File: src/rtl/hdmi_scan_ctrl.sv
// Raster scan timing generator for the HDMI path, with one-line-ahead
// framebuffer fetch scheduling and a sticky deadline-miss flag.
module hdmi_scan_ctrl #(
  parameter int unsigned H_ACTIVE   = 1280,
  parameter int unsigned H_FP       = 110,
  parameter int unsigned H_SYNC     = 40,
  parameter int unsigned H_BP       = 220,
  parameter int unsigned V_ACTIVE   = 720,
  parameter int unsigned V_FP       = 5,
  parameter int unsigned V_SYNC     = 5,
  parameter int unsigned V_BP       = 20,
  parameter bit          HSYNC_POL  = 1'b1,
  parameter bit          VSYNC_POL  = 1'b1,
  parameter int unsigned FETCH_LEAD = 64
) (
  input  logic        clk_pixel,
  input  logic        reset,
  output logic        hsync,
  output logic        vsync,
  output logic        active,
  output logic [11:0] x,
  output logic [10:0] y,
  output logic        frame_start,
  output logic        line_req,
  output logic [10:0] line_req_y,
  input  logic        line_ack,
  output logic        underrun
);

  localparam int unsigned H_TOTAL = H_ACTIVE + H_FP + H_SYNC + H_BP;
  localparam int unsigned V_TOTAL = V_ACTIVE + V_FP + V_SYNC + V_BP;

  localparam logic [11:0] H_LAST   = 12'(H_TOTAL - 1);
  localparam logic [11:0] H_ACT_W  = 12'(H_ACTIVE);
  localparam logic [11:0] HS_START = 12'(H_ACTIVE + H_FP);
  localparam logic [11:0] HS_END   = 12'(H_ACTIVE + H_FP + H_SYNC);
  localparam logic [11:0] REQ_H    = 12'(H_TOTAL - FETCH_LEAD);
  localparam logic [10:0] V_LAST   = 11'(V_TOTAL - 1);
  localparam logic [10:0] V_ACT_W  = 11'(V_ACTIVE);
  localparam logic [10:0] VS_START = 11'(V_ACTIVE + V_FP);
  localparam logic [10:0] VS_END   = 11'(V_ACTIVE + V_FP + V_SYNC);

  typedef enum logic {
    IDLE = 1'b0,
    REQ  = 1'b1
  } fetch_state_t;

  fetch_state_t state, state_next;

  logic [11:0] h_next;
  logic [10:0] v_next;
  logic [10:0] n_next;
  logic        req_next;
  logic        load_y;
  logic        set_underrun;

  // All outputs are registered from the upcoming position, so x/y and the
  // decoded strobes describe the same (h,v) in the same cycle.
  always_comb begin
    h_next = x + 12'd1;
    v_next = y;
    if (x == H_LAST) begin
      h_next = '0;
      v_next = (y == V_LAST) ? '0 : y + 11'd1;
    end
    n_next   = (v_next == V_LAST) ? '0 : v_next + 11'd1;
    req_next = (h_next == REQ_H) && (n_next < V_ACT_W);
  end

  always_ff @(posedge clk_pixel) begin
    if (reset) begin
      x           <= '0;
      y           <= V_ACT_W;
      hsync       <= ~HSYNC_POL;
      vsync       <= ~VSYNC_POL;
      active      <= 1'b0;
      frame_start <= 1'b0;
    end else begin
      x           <= h_next;
      y           <= v_next;
      hsync       <= (h_next >= HS_START && h_next < HS_END) ? HSYNC_POL : ~HSYNC_POL;
      vsync       <= (v_next >= VS_START && v_next < VS_END) ? VSYNC_POL : ~VSYNC_POL;
      active      <= (h_next < H_ACT_W) && (v_next < V_ACT_W);
      frame_start <= (h_next == '0) && (v_next == '0);
    end
  end

  always_ff @(posedge clk_pixel) begin
    if (reset) state <= IDLE;
    else       state <= state_next;
  end

  // A new request point while still pending always wins; the old line is
  // dropped, and counted as an underrun only if it was not acked this cycle.
  always_comb begin
    state_next   = state;
    load_y       = 1'b0;
    set_underrun = 1'b0;
    case (state)
      IDLE: begin
        if (req_next) begin
          state_next = REQ;
          load_y     = 1'b1;
        end
      end
      REQ: begin
        if (req_next) begin
          load_y       = 1'b1;
          set_underrun = ~line_ack;
        end else if (line_ack) begin
          state_next = IDLE;
        end
      end
      default: state_next = IDLE;
    endcase
  end

  always_comb begin
    line_req = (state == REQ);
  end

  always_ff @(posedge clk_pixel) begin
    if (reset) begin
      line_req_y <= '0;
      underrun   <= 1'b0;
    end else begin
      if (load_y)       line_req_y <= n_next;
      if (set_underrun) underrun   <= 1'b1;
    end
  end

endmodule
File: config.mk
export PLATFORM = sky130hd
export DESIGN_NAME = hdmi_scan_ctrl
export DESIGN_NICKNAME = d
export VERILOG_FILES = /design/src/rtl/hdmi_scan_ctrl.sv
export SDC_FILE = /design/constraint.sdc
export NUM_CORES = 1
export LEC_CHECK = 0
export CAP_MARGIN = 0
export CELL_PAD_IN_SITES_DETAIL_PLACEMENT = 1
export CELL_PAD_IN_SITES_GLOBAL_PLACEMENT = 1
export CORE_MARGIN = 10
export CORE_UTILIZATION = 43
export DETAILED_ROUTE_END_ITERATION = 10
export PLACE_DENSITY = 0.84
export SKIP_CTS_REPAIR_TIMING = 1
export SYNTH_ARGS = -nofsm -noshare
export SYNTH_HDL_FRONTEND = slang
export SYNTH_SLANG_ARGS = --single-unit
export TNS_END_PERCENT = 100
File: constraint.sdc
create_clock -name clk_pixel -period 9.1 [get_ports clk_pixel]
set_clock_uncertainty 0.1 [all_clocks]
set_input_delay 1.365 -clock clk_pixel [delete_from_list [all_inputs] [get_ports clk_pixel]]
set_output_delay 1.365 -clock clk_pixel [all_outputs]
set_load 0.1 [all_outputs]
* After elaboration in Yosys (flattened, before gate mapping)
Index checks and enable logic that the tools add are counted.
Word-level totals: output and inout bits 40, word-level logic and storage cells 44, RAM bits 0, memories kept 0, memory bits (read-only) 0, bits of input ports 3, bits in latches 0, flip-flop bits (word level) 40
Operators by class: mux-type cells 12, reductions and logical operators 7, multipliers 0, add/sub/neg operators 3, equal/unequal tests 4, $lt $le $gt $ge 7, bitwise gates (word level) 2, shift-type cells 0, divide/modulo/power cells 0
Operators with widths (number):
- $lt A11 B10 Y1 const B | 3
- $mux W11 | 3
- $eq A12 B11 Y1 const B | 2
- $lt A12 B11 Y1 const B | 2
- $add A11 B1 Y11 const B | 2
- $eq A11 B10 Y1 const B | 2
- $add A12 B1 Y12 const B | 1
- $ge A12 B11 Y1 const B | 1
- $logic_not A12 Y1 | 1
- $mux W12 | 1
- $ge A11 B10 Y1 const B | 1
- $logic_not A11 Y1 | 1
- $mux W1 | 7
- $logic_and A1 B1 Y1 | 5
- $not A1 Y1 | 2
- $pmux W1 S2 | 1

* Logic depth before layout (Yosys ltp)
Gate-level depths: netlist of the first run.
word-level depth 9, gate-level depth with buffers 16, depth with buffers taken out 15

* Worst setup path before layout of the first run
Ideal clock, no wire load.
path type register to register, from reg x[0], to reg line_req_y[1], period minus slack after synthesis 4.110 ns, path slack 4.990 ns, arrival 3.889 ns, buffers on the path 1, stages on the path, launching flop included 12, data required time 8.879 ns, setup time 0.121 ns, cell sequence dfxtp_1 -> ha_1 -> nand4b_1 -> nor4_4 -> xnor2_1 -> nand4_1 -> nor4_4 -> a311o_1 -> nand4b_4 -> o211ai_2 -> buf_6 -> mux2_4
Between the ends: cells in the longest elaborated chain, start to end 7, elaborated cells on any way between the ends 11, those cells by class add/sub (2); order compare (1); eq/ne (3); mux (4); reduce/logical (1)
Ends and longest elaborated chain:
- start: declaration | line 21 | output logic [11:0] x,
- start signal: assignment | line 79 | x <= h_next;
- $eq A12 B11 Y1 | line 62 | if (x == H_LAST) begin
- $mux W11 | line 62
- $add A11 B1 Y11 or $eq A11 B10 Y1 (tied branches) | line 66 | n_next = (v_next == V_LAST) ? '0 : v_next + 11'd1;
- $mux W11 | line 66
- $lt A11 B10 Y1 | line 67 | req_next = (h_next == REQ_H) && (n_next < V_ACT_W);
- $logic_and A1 B1 Y1 | line 67
- $mux W1 | line 101, 107
- end signal: assignment | line 127 | if (load_y) line_req_y <= n_next;
- end: declaration | line 25 | output logic [10:0] line_req_y,
Several ways; a longest one is shown, not always the timed one. A chain may end at the register's enable or synchronous reset.

* Final worst setup path of the first run
from reg x[0], to reg line_req_y[0]
Same word-level chain as after synthesis.

==> results of run 1 <==
cells in the final DEF, fill, tap and decap left out, drive strengths merged, types with 3 or more instances in the layout:
cell type      instances
nor3                  26
mux2i                  5
a21boi                 3
or2                    4
dfxtp                 40
a21o                   4
nor2                  29
nand2                 24
o211ai                 5
clkdlybuf4s50         42
nand2b                 9
mux2                   5
nand3                 16
nand4                  6
clkbuf                 7
o21ai                  5
a31oi                  6
nor2b                  5
inv                    7
and4                   4
a21oi                  8
xnor2                 13
xor2                  11
a211oi                 3
nor4                   8
ha                     7
and3                   5
synthesized netlist by cell type, drive strengths merged, types with 2 or more instances:
library cell	n
nor3	26
nand3	16
or3	2
dfxtp	40
or3b	2
nand4	6
a21oi	8
o21ai	5
mux2i	5
mux2	5
buf	5
nand2	24
and4	4
and3	5
o211ai	5
a21o	4
nor2	29
inv	7
xor2	11
a211oi	3
nor3b	2
or2	4
a21boi	3
nor2b	5
xnor2	13
nand2b	9
nor4b	2
nand4b	2
a31oi	6
nor4	8
clkbuf	6
or4	2
ha	7
o211a	2
through the flow:
stage / total power, mW / hold WS (ns)
5_1_grt: 0.377 / 0.403
4_1_cts: 0.368 / 0.379
3_3_place_gp: 0.205 / 0.355
3_5_place_dp: 0.205 / 0.357
6_report: 0.364 / 0.369
2_1_floorplan: 0.199 / 0.780
registers in the layout (all words and copies together), names as in the netlist:
signal / cells
line_req_y: 11
x: 12
hsync: 1
active: 1
vsync: 1
frame_start: 1
underrun: 1
line_req: 1
y: 11
layout make-up:
cell class,instances,share of cell area
multi-input cells,237,0.526
flip-flops and latches,40,0.257
clock inverters,1,0.00963
inverters,7,0.00843
clock buffers,7,0.0309
repair buffers,44,0.140
well taps,72,0.0289
kinds of logic after synthesis:
family	count (synthesis)
compound gates	45
xor+xnor	24
fa+ha+maj	7
buf+inv	18
flops	40
mux	10
simple gates	151
routing by layer:
layer	GRT usage	up-vias	share of wire
li1	-	1149	-
met1	0.201	1159	0.43
met2	0.320	44	0.51
met3	0.0447	14	0.042
met4	0.0690	0	0.019
met5	0	-	0
report_power, final:
| part | internal, mW | switching [mW] |
|---|---|---|
| Combinational | 0.00712 | 0.0166 |
| Sequential | 0.176 | 0.00205 |
| Clock | 0.0968 | 0.0656 |
worst min path at each step:
stage	start	to	slack, ns
finish	underrun	underrun	0.37
global route	line_req_y[4]	line_req_y[4]	0.40
CTS	underrun	underrun	0.38
detailed placement	underrun	underrun	0.36
global placement	underrun	underrun	0.36
floorplan	line_req_y[9]	line_req_y[9]	0.78
worst max-delay path, stage by stage (launching register included):
cell	delay (ns)
dfxtp_1	0.48
ha_1	0.21
nand4b_1	0.32
nor3_1	0.76
buf_4	0.32
a21oi_1	0.09
o21ai_0	0.45
o21ai_0	0.24
a31o_2	0.33
o211ai_2	0.64
mux2_2	0.41
==> results.cfg, run 1 <==
[setup_path]
critPathRequiredTime_ns = 9.19
r2r-start = x[0]
r2r_cells = 10
worstSetupEndpoint = line_req_y[0]
critPathLaunchType = flop
crit_start = x[0]
crit_arrival_ns = 4.56
r2r_slack_ns = 4.63
end_kind = flop
path_max_fanout = 14
r2r_end = line_req_y[0]
critical_path_class = flop to flop

[detailed_routing]
first_pass_iters = 4
num_vias = 2366
drc = 0
wl_per_cell_um = 20.1
drt_iter0_markers = 124
drt_wl_total_um = 8180
via_per_inst = 5.80
ant_nets = 0

[timing]
max_slew_margin = 0.339
fin_tns_setup_ns = 0
max_freq_ghz = 0.224
fin_crit_sh = 0.491
slew_violations = 0
final_hold_viol_count = 0
period_minus_slack_ns = 4.47
finalWorstSetupSlack_ns = 4.63
worst_pin_slew_ns = 0.988
rsz0062_at_grt = no
final-setup-viol-count = 0

[cells_and_area]
syn_to_final_growth_pct = 23.7
drive_gt1_frac = 0.0952
final_core_util = 0.556
fin_area_um2 = 3120
multi_input_area_um2 = 1640
seqCellArea_um2 = 801
n_antenna_cell = 0
stdcell_count = 408
fin_nets = 345
n_fill_cell = 706

[logic_synthesis]
postSynthCellCount = 295
syn_nets = 305
yosysTopAreaCellShare = 0.318
ys_ff_latch = 40
synth_simple_gate_area_frac = 0.354
async_flop_share = 0
yosys.area.top_type = dfxtp_1
netlist_area_um2 = 2520
synth_warnings = 0
synthTopCellsByArea = dfxtp_1 32%, nor3_1 5.0%, xnor2_1 4.5%
synth_mux_area_frac = 0.0481
yosysSeqAreaShare = 0.318
synth_top_family_by_area = simple AND/OR/NAND/NOR gates
synth_xor_area_frac = 0.0864
synthFlopType = dfxtp_1
synth_edf_count = 0
synth_compound_area_frac = 0.127
yosys.cell_types.count = 56
synthAdderAreaFrac = 0.0347
syn_avg_cell_area_um2 = 8.55

[placement]
portBuffers = 42
dp_cells = 400
dpl_worst_slack_ns = 4.70
gp_congestion = 0.909
dp_hpwl_um = 6200
place_area_um2 = 2990

[clock_tree]
h-tree-depth = 2
cts_tree = done
numCtsBuffers = 5
path_clk_slew_ns = 0.08
worstSkewPairLatency_ns = 0.30
cts_root_buf = clkbuf_8
numClockSinks = 40
clk_path_buf_depth = 2

[floorplanning]
die_height_um = 96.6
die_w_um = 96.6
die_area_um2 = 9330
fp-row-count = 27
ioPinCount = 43
start_util = 0.450
core_area_um2 = 5610

[power_and_ir_drop]
p_leak_nw = 1.14
irDropWorstVdd_uv = 99.0
p_per_area_nw_per_um2 = 117

[global_route]
first_global_vias = 2483
antenna_found_initial = 0
gr-total-overflow = 0
grt_pass1_wl_um = 13100
grt_max_degree = 45
grt_usage = 0.180

[min_path]
min_path_cells = 2
hold_path.class = flop to flop

[run_status]
status = finished, final reports clean

[run]
drv_cap = 0
Note: power is estimated with default switching activity, not from simulation.
==> run 2, diff against run 1 <==
--- a/config.mk
+++ b/config.mk
@@ -9,9 +9,9 @@
 export CELL_PAD_IN_SITES_DETAIL_PLACEMENT = 1
 export CELL_PAD_IN_SITES_GLOBAL_PLACEMENT = 1
 export CORE_MARGIN = 10
-export CORE_UTILIZATION = 43
+export CORE_UTILIZATION = 36
 export DETAILED_ROUTE_END_ITERATION = 10
-export PLACE_DENSITY = 0.84
+export PLACE_DENSITY = 0.74
 export SKIP_CTS_REPAIR_TIMING = 1
 export SYNTH_ARGS = -nofsm -noshare
 export SYNTH_HDL_FRONTEND = slang
==> constraint.sdc (replaced) <==
create_clock -name clk_pixel -period 3.8 [get_ports clk_pixel]
set_clock_uncertainty 0.1 [all_clocks]
set_input_delay 0.57 -clock clk_pixel [delete_from_list [all_inputs] [get_ports clk_pixel]]
set_output_delay 0.57 -clock clk_pixel [all_outputs]
set_load 0.1 [all_outputs]
==> run 2 against run 1 <==
  * Global-route usage decreased by 3.2 points
  * Final cell count grew 9.6%
  * First-iteration DRC count is 22% lower
  * Cell area up 7.1%
  * Register-to-register slack got worse by 4.5 ns
  * Combinational power increased by 150%
  * Critical path type unchanged
  * Highest routed layer unchanged
==> results.cfg, run 2 (synthesis results as in run 1) <==
[run_status]
status = finished, final reports clean

[floorplanning]
start_util = 0.371
die_w_um = 104
fp-row-count = 30
ioPinCount = 43
die_area_um2 = 10800
die_height_um = 104
core_area_um2 = 6790

[cells_and_area]
n_antenna_cell = 0
layout_commonest_cell = clkdlybuf4s50_1
regMostFlops = x
n_fill_cell = 814
seqCellArea_um2 = 818
largest_reg_flops = 12
syn_to_final_growth_pct = 32.5
multi_input_area_um2 = 1710
layout_common_cells = 42 x clkdlybuf4s50_1, 29 x nor2_1, 26 x dfxtp_1
fin_nets = 360
reg_top3 = x x12, line_req_y x11, y x11
drive_gt1_frac = 0.197
fin_area_um2 = 3340

[power_and_ir_drop]
p_per_area_nw_per_um2 = 258
irDropWorstVdd_uv = 239
p_leak_nw = 1.25

[global_route]
first_global_vias = 2566
antenna_found_initial = 0
gr-total-overflow = 0
grt_pass1_wl_um = 13400
grt_usage = 0.148
grt_max_degree = 31

[clock_tree]
path_clk_slew_ns = 0.09
worstSkewPairLatency_ns = 0.30
numCtsBuffers = 5
h-tree-depth = 2
cts_tree = done
cts_root_buf = clkbuf_8
clk_path_buf_depth = 2
numClockSinks = 40

[setup_path]
worstSetupEndpoint = line_req_y[1]
end_kind = flop
crit_arrival_ns = 3.76
critPathRequiredTime_ns = 3.89
r2r_cells = 11
crit_start = x[2]
r2r_end = line_req_y[1]
r2r-start = x[2]
critical_path_class = flop to flop
r2r_slack_ns = 0.12
critPathLaunchType = flop
path_max_fanout = 11

[placement]
dpl_worst_slack_ns = -0.0897
place_area_um2 = 3150
portBuffers = 42
dp_hpwl_um = 6400
gp_congestion = 0.919

[timing]
final_hold_viol_count = 0
final-setup-viol-count = 0
slew_violations = 0
finalWorstSetupSlack_ns = 0.125
max_freq_ghz = 0.272
worst_pin_slew_ns = 0.988
period_minus_slack_ns = 3.68
max_slew_margin = 0.339
fin_crit_sh = 0.967

[detailed_routing]
via_per_inst = 5.51
num_vias = 2462
drt_iter0_markers = 97
first_pass_iters = 4
drc = 0
wl_per_cell_um = 18.6
drt_wl_total_um = 8330
ant_nets = 0

[min_path]
hold_path.class = flop to flop
min_path_cells = 2

[run]
drv_cap = 0
==> run 2: changes by cell type in the layout (fill, tap and decap cells not counted), sizes merged <==
cell and delta:
clkinv +1, buf +15, clkbuf -1
==> run 2: worst min path at each step <==
stage                                to          start  slack (ns)
after detailed placement  line_req_y[9]  line_req_y[9]        0.36
after global placement    line_req_y[9]  line_req_y[9]        0.35
after floorplan                    y[9]          reset        0.59
after CTS                 line_req_y[9]  line_req_y[9]        0.38
after global routing      line_req_y[7]  line_req_y[7]        0.41
final                     line_req_y[9]  line_req_y[9]        0.36
==> run 2: metrics by stage <==
stage               power (mW)  cells   TNS (ns)  hold slack (ns)  utilization
floorplan                0.478    295          0            0.590            -
global placement         0.493    437          0            0.353        0.463
detailed placement       0.493    437     -0.410            0.357        0.463
CTS                      0.870    445     -0.612            0.377        0.481
global route             0.895    447  -0.000493            0.407        0.492
finish                   0.863    447          0            0.365        0.492
==> run 2: critical path, cell delays in order (launching register included) <==
cell      delay (ns)
dfxtp_1         0.43
or4_4           0.66
nor2_1          0.16
a32o_2          0.27
ha_1            0.22
inv_1           0.10
nor4_4          0.31
and4_1          0.28
xor2_1          0.16
and4_2          0.31
o211ai_4        0.21
mux2_4          0.35
==> run 2: area by class of cell <==
class	instances	share of cell area
multi-input combinational	237	0.511
sequential	40	0.245
timing repair buffer	59	0.164
tap	96	0.0360
clock buffer	6	0.0247
clock inverter	2	0.0116
inverter	7	0.00787
==> run 2: where the power goes <==
group | switching [mW] | internal [mW]
logic | 0.0402 | 0.0180
registers | 0.00537 | 0.422
clock network | 0.163 | 0.215
total | 0.208 | 0.655
==> run 2: routing by layer <==
| metal | GRT usage | vias up | wire length [um] |
|---|---|---|---|
| li1 | - | 1177 | - |
| met5 | 0 | - | 0 |
| met3 | 0.0378 | 15 | 363 |
| met4 | 0.0417 | 0 | 160 |
| met2 | 0.253 | 55 | 4030 |
| met1 | 0.178 | 1215 | 3780 |
==> run 3, diff against run 2 <==
--- a/config.mk
+++ b/config.mk
@@ -9,8 +9,9 @@
 export CELL_PAD_IN_SITES_DETAIL_PLACEMENT = 1
 export CELL_PAD_IN_SITES_GLOBAL_PLACEMENT = 1
 export CORE_MARGIN = 10
-export CORE_UTILIZATION = 36
+export CORE_UTILIZATION = 43
 export DETAILED_ROUTE_END_ITERATION = 10
+export DONT_BUFFER_PORTS = 1
 export PLACE_DENSITY = 0.74
 export SKIP_CTS_REPAIR_TIMING = 1
 export SYNTH_ARGS = -nofsm -noshare
==> run 3 against run 2 <==
  * Combinational power shrank 13%
  * Die area shrank 13%
  * Wire length rose by 1.3%
  * Maximum frequency increased by 2.1%
  * Critical endpoint is now line_req_y[0]
  * Highest routed layer unchanged
==> results.cfg, run 3 (synthesis results as in run 1) <==
[power_and_ir_drop]
power_mw = 0.840
p_sw_mw = 0.205
seq_power_share = 0.504
clkPwrFrac = 0.435
p_per_area_nw_per_um2 = 275
p_leak_nw = 1.21
irDropWorstVdd_uv = 201
combPwrFrac = 0.061
swShare = 0.244
intPower_mw = 0.635

[min_path]
hold_path.class = input pin to flop
min_path_cells = 1
hp-start = reset
min_to = y[5]

[timing]
slew_violations = 0
worst_pin_slew_ns = 0.991
fin_tns_setup_ns = 0
fin_crit_sh = 0.948
final_hold_viol_count = 0
max_slew_margin = 0.338
final-setup-viol-count = 0
max_freq_ghz = 0.278
period_minus_slack_ns = 3.60

[cells_and_area]
regMostFlops = x
n_fill_cell = 690
n_antenna_cell = 0
multi_input_area_um2 = 1670
final_core_util = 0.544
stdcell_count = 408
drive_gt1_frac = 0.277
layout_common_cells = 44 x buf_4, 29 x nor2_1, 26 x dfxtp_1
fin_area_um2 = 3050
syn_to_final_growth_pct = 21.0
largest_reg_flops = 12
reg_top3 = x x12, line_req_y x11, y x11
seqCellArea_um2 = 818
fin_nets = 345
layout_commonest_cell = buf_4

[clock_tree]
cts_tree = done
numClockSinks = 40
h-tree-depth = 2
numCtsBuffers = 5
cts_root_buf = clkbuf_8
worstSkewPairLatency_ns = 0.30
clk_path_buf_depth = 2
path_clk_slew_ns = 0.09

[floorplanning]
die_w_um = 96.6
start_util = 0.450
fp-row-count = 27
core_area_um2 = 5610
die_area_um2 = 9330
die_height_um = 96.6
ioPinCount = 43

[setup_path]
r2r_cells = 13
r2r_end = line_req_y[0]
crit_arrival_ns = 3.70
path_max_fanout = 10
crit_start = x[1]
r2r-start = x[1]
end_kind = flop
critPathLaunchType = flop
r2r_slack_ns = 0.20
critPathRequiredTime_ns = 3.90
critical_path_class = flop to flop

[detailed_routing]
num_vias = 2371
drt_iter0_markers = 176
wl_per_cell_um = 20.7
drc = 0
ant_nets = 0
first_pass_iters = 4
drt_wl_total_um = 8440
via_per_inst = 5.81

[run]
drv_cap = 0

[run_status]
status = finished, final reports clean

[placement]
place_area_um2 = 2890
gp_congestion = 0.956
dp_cells = 396
portBuffers = 0
dp_hpwl_um = 6560

[global_route]
first_global_vias = 2462
grt_usage = 0.187
gr-total-overflow = 0
grt_max_degree = 45
antenna_found_initial = 0
grt_pass1_wl_um = 13600
==> run 3: cell count changes in the layout (fill, tap and decap cells not counted), moves of 2 or more <==
cell             change
nor3_2               +2
nor3_4               -2
clkdlybuf4s50_1     -42
buf_4               +27
==> run 3: power groups by stage <==
stage                     Clock, mW  Combinational (mW)  Sequential (mW)
after floorplan                   0              0.0227            0.455
final                         0.365              0.0509            0.423
after detailed placement          0              0.0507            0.433
after CTS                     0.371              0.0509            0.424
after global routing          0.389              0.0546            0.424
after global placement            0              0.0497            0.433
==> run 3: how the worst max path moves through the flow <==
| stage | endpoint | slack, ns |
|---|---|---|
| after CTS | line_req_y[0] | -0.01 |
| after detailed placement | line_req_y[0] | 0.05 |
| final | line_req_y[0] | 0.20 |
| after global placement | line_req_y[0] | 0.07 |
| after global routing | line_req_y[0] | -0.006 |
| after floorplan | line_req_y[1] | 0.03 |
==> run 3: metal layers <==
layer	GRT usage	routed length (um)
met1	0.231	3470
met2	0.317	4230
met3	0.0493	643
met4	0.0448	99
met5	0	0
==> run 3: through the flow <==
stage,setup slack (ns),hold WS (ns)
floorplan,0.0326,0.590
global placement,0.0718,0.499
detailed placement,0.0511,0.515
CTS,-0.0105,0.222
global route,-0.00562,0.224
finish,0.199,0.230
==> run 3: final cells by class <==
cell class / instances / share of cell area
Sequential cell: 40 / 0.268
Timing Repair Buffer: 44 / 0.108
Multi-Input combinational cell: 237 / 0.548
Clock buffer: 5 / 0.0226
Tap cell: 72 / 0.0295
Clock inverter: 3 / 0.0152
Inverter: 7 / 0.00861
==> run 3: worst max-delay path, stage by stage (launching register included) <==
cell and delay, ns:
dfxtp_2 0.32, inv_1 0.05, ha_1 0.15, nand4b_1 0.33, buf_4 0.27, nor3_2 0.21
buf_4 0.19, a21boi_0 0.14, o211ai_1 0.35, nor2_1 0.16, a311o_1 0.42, nand4b_4 0.21
o211ai_4 0.22, mux2_2 0.39
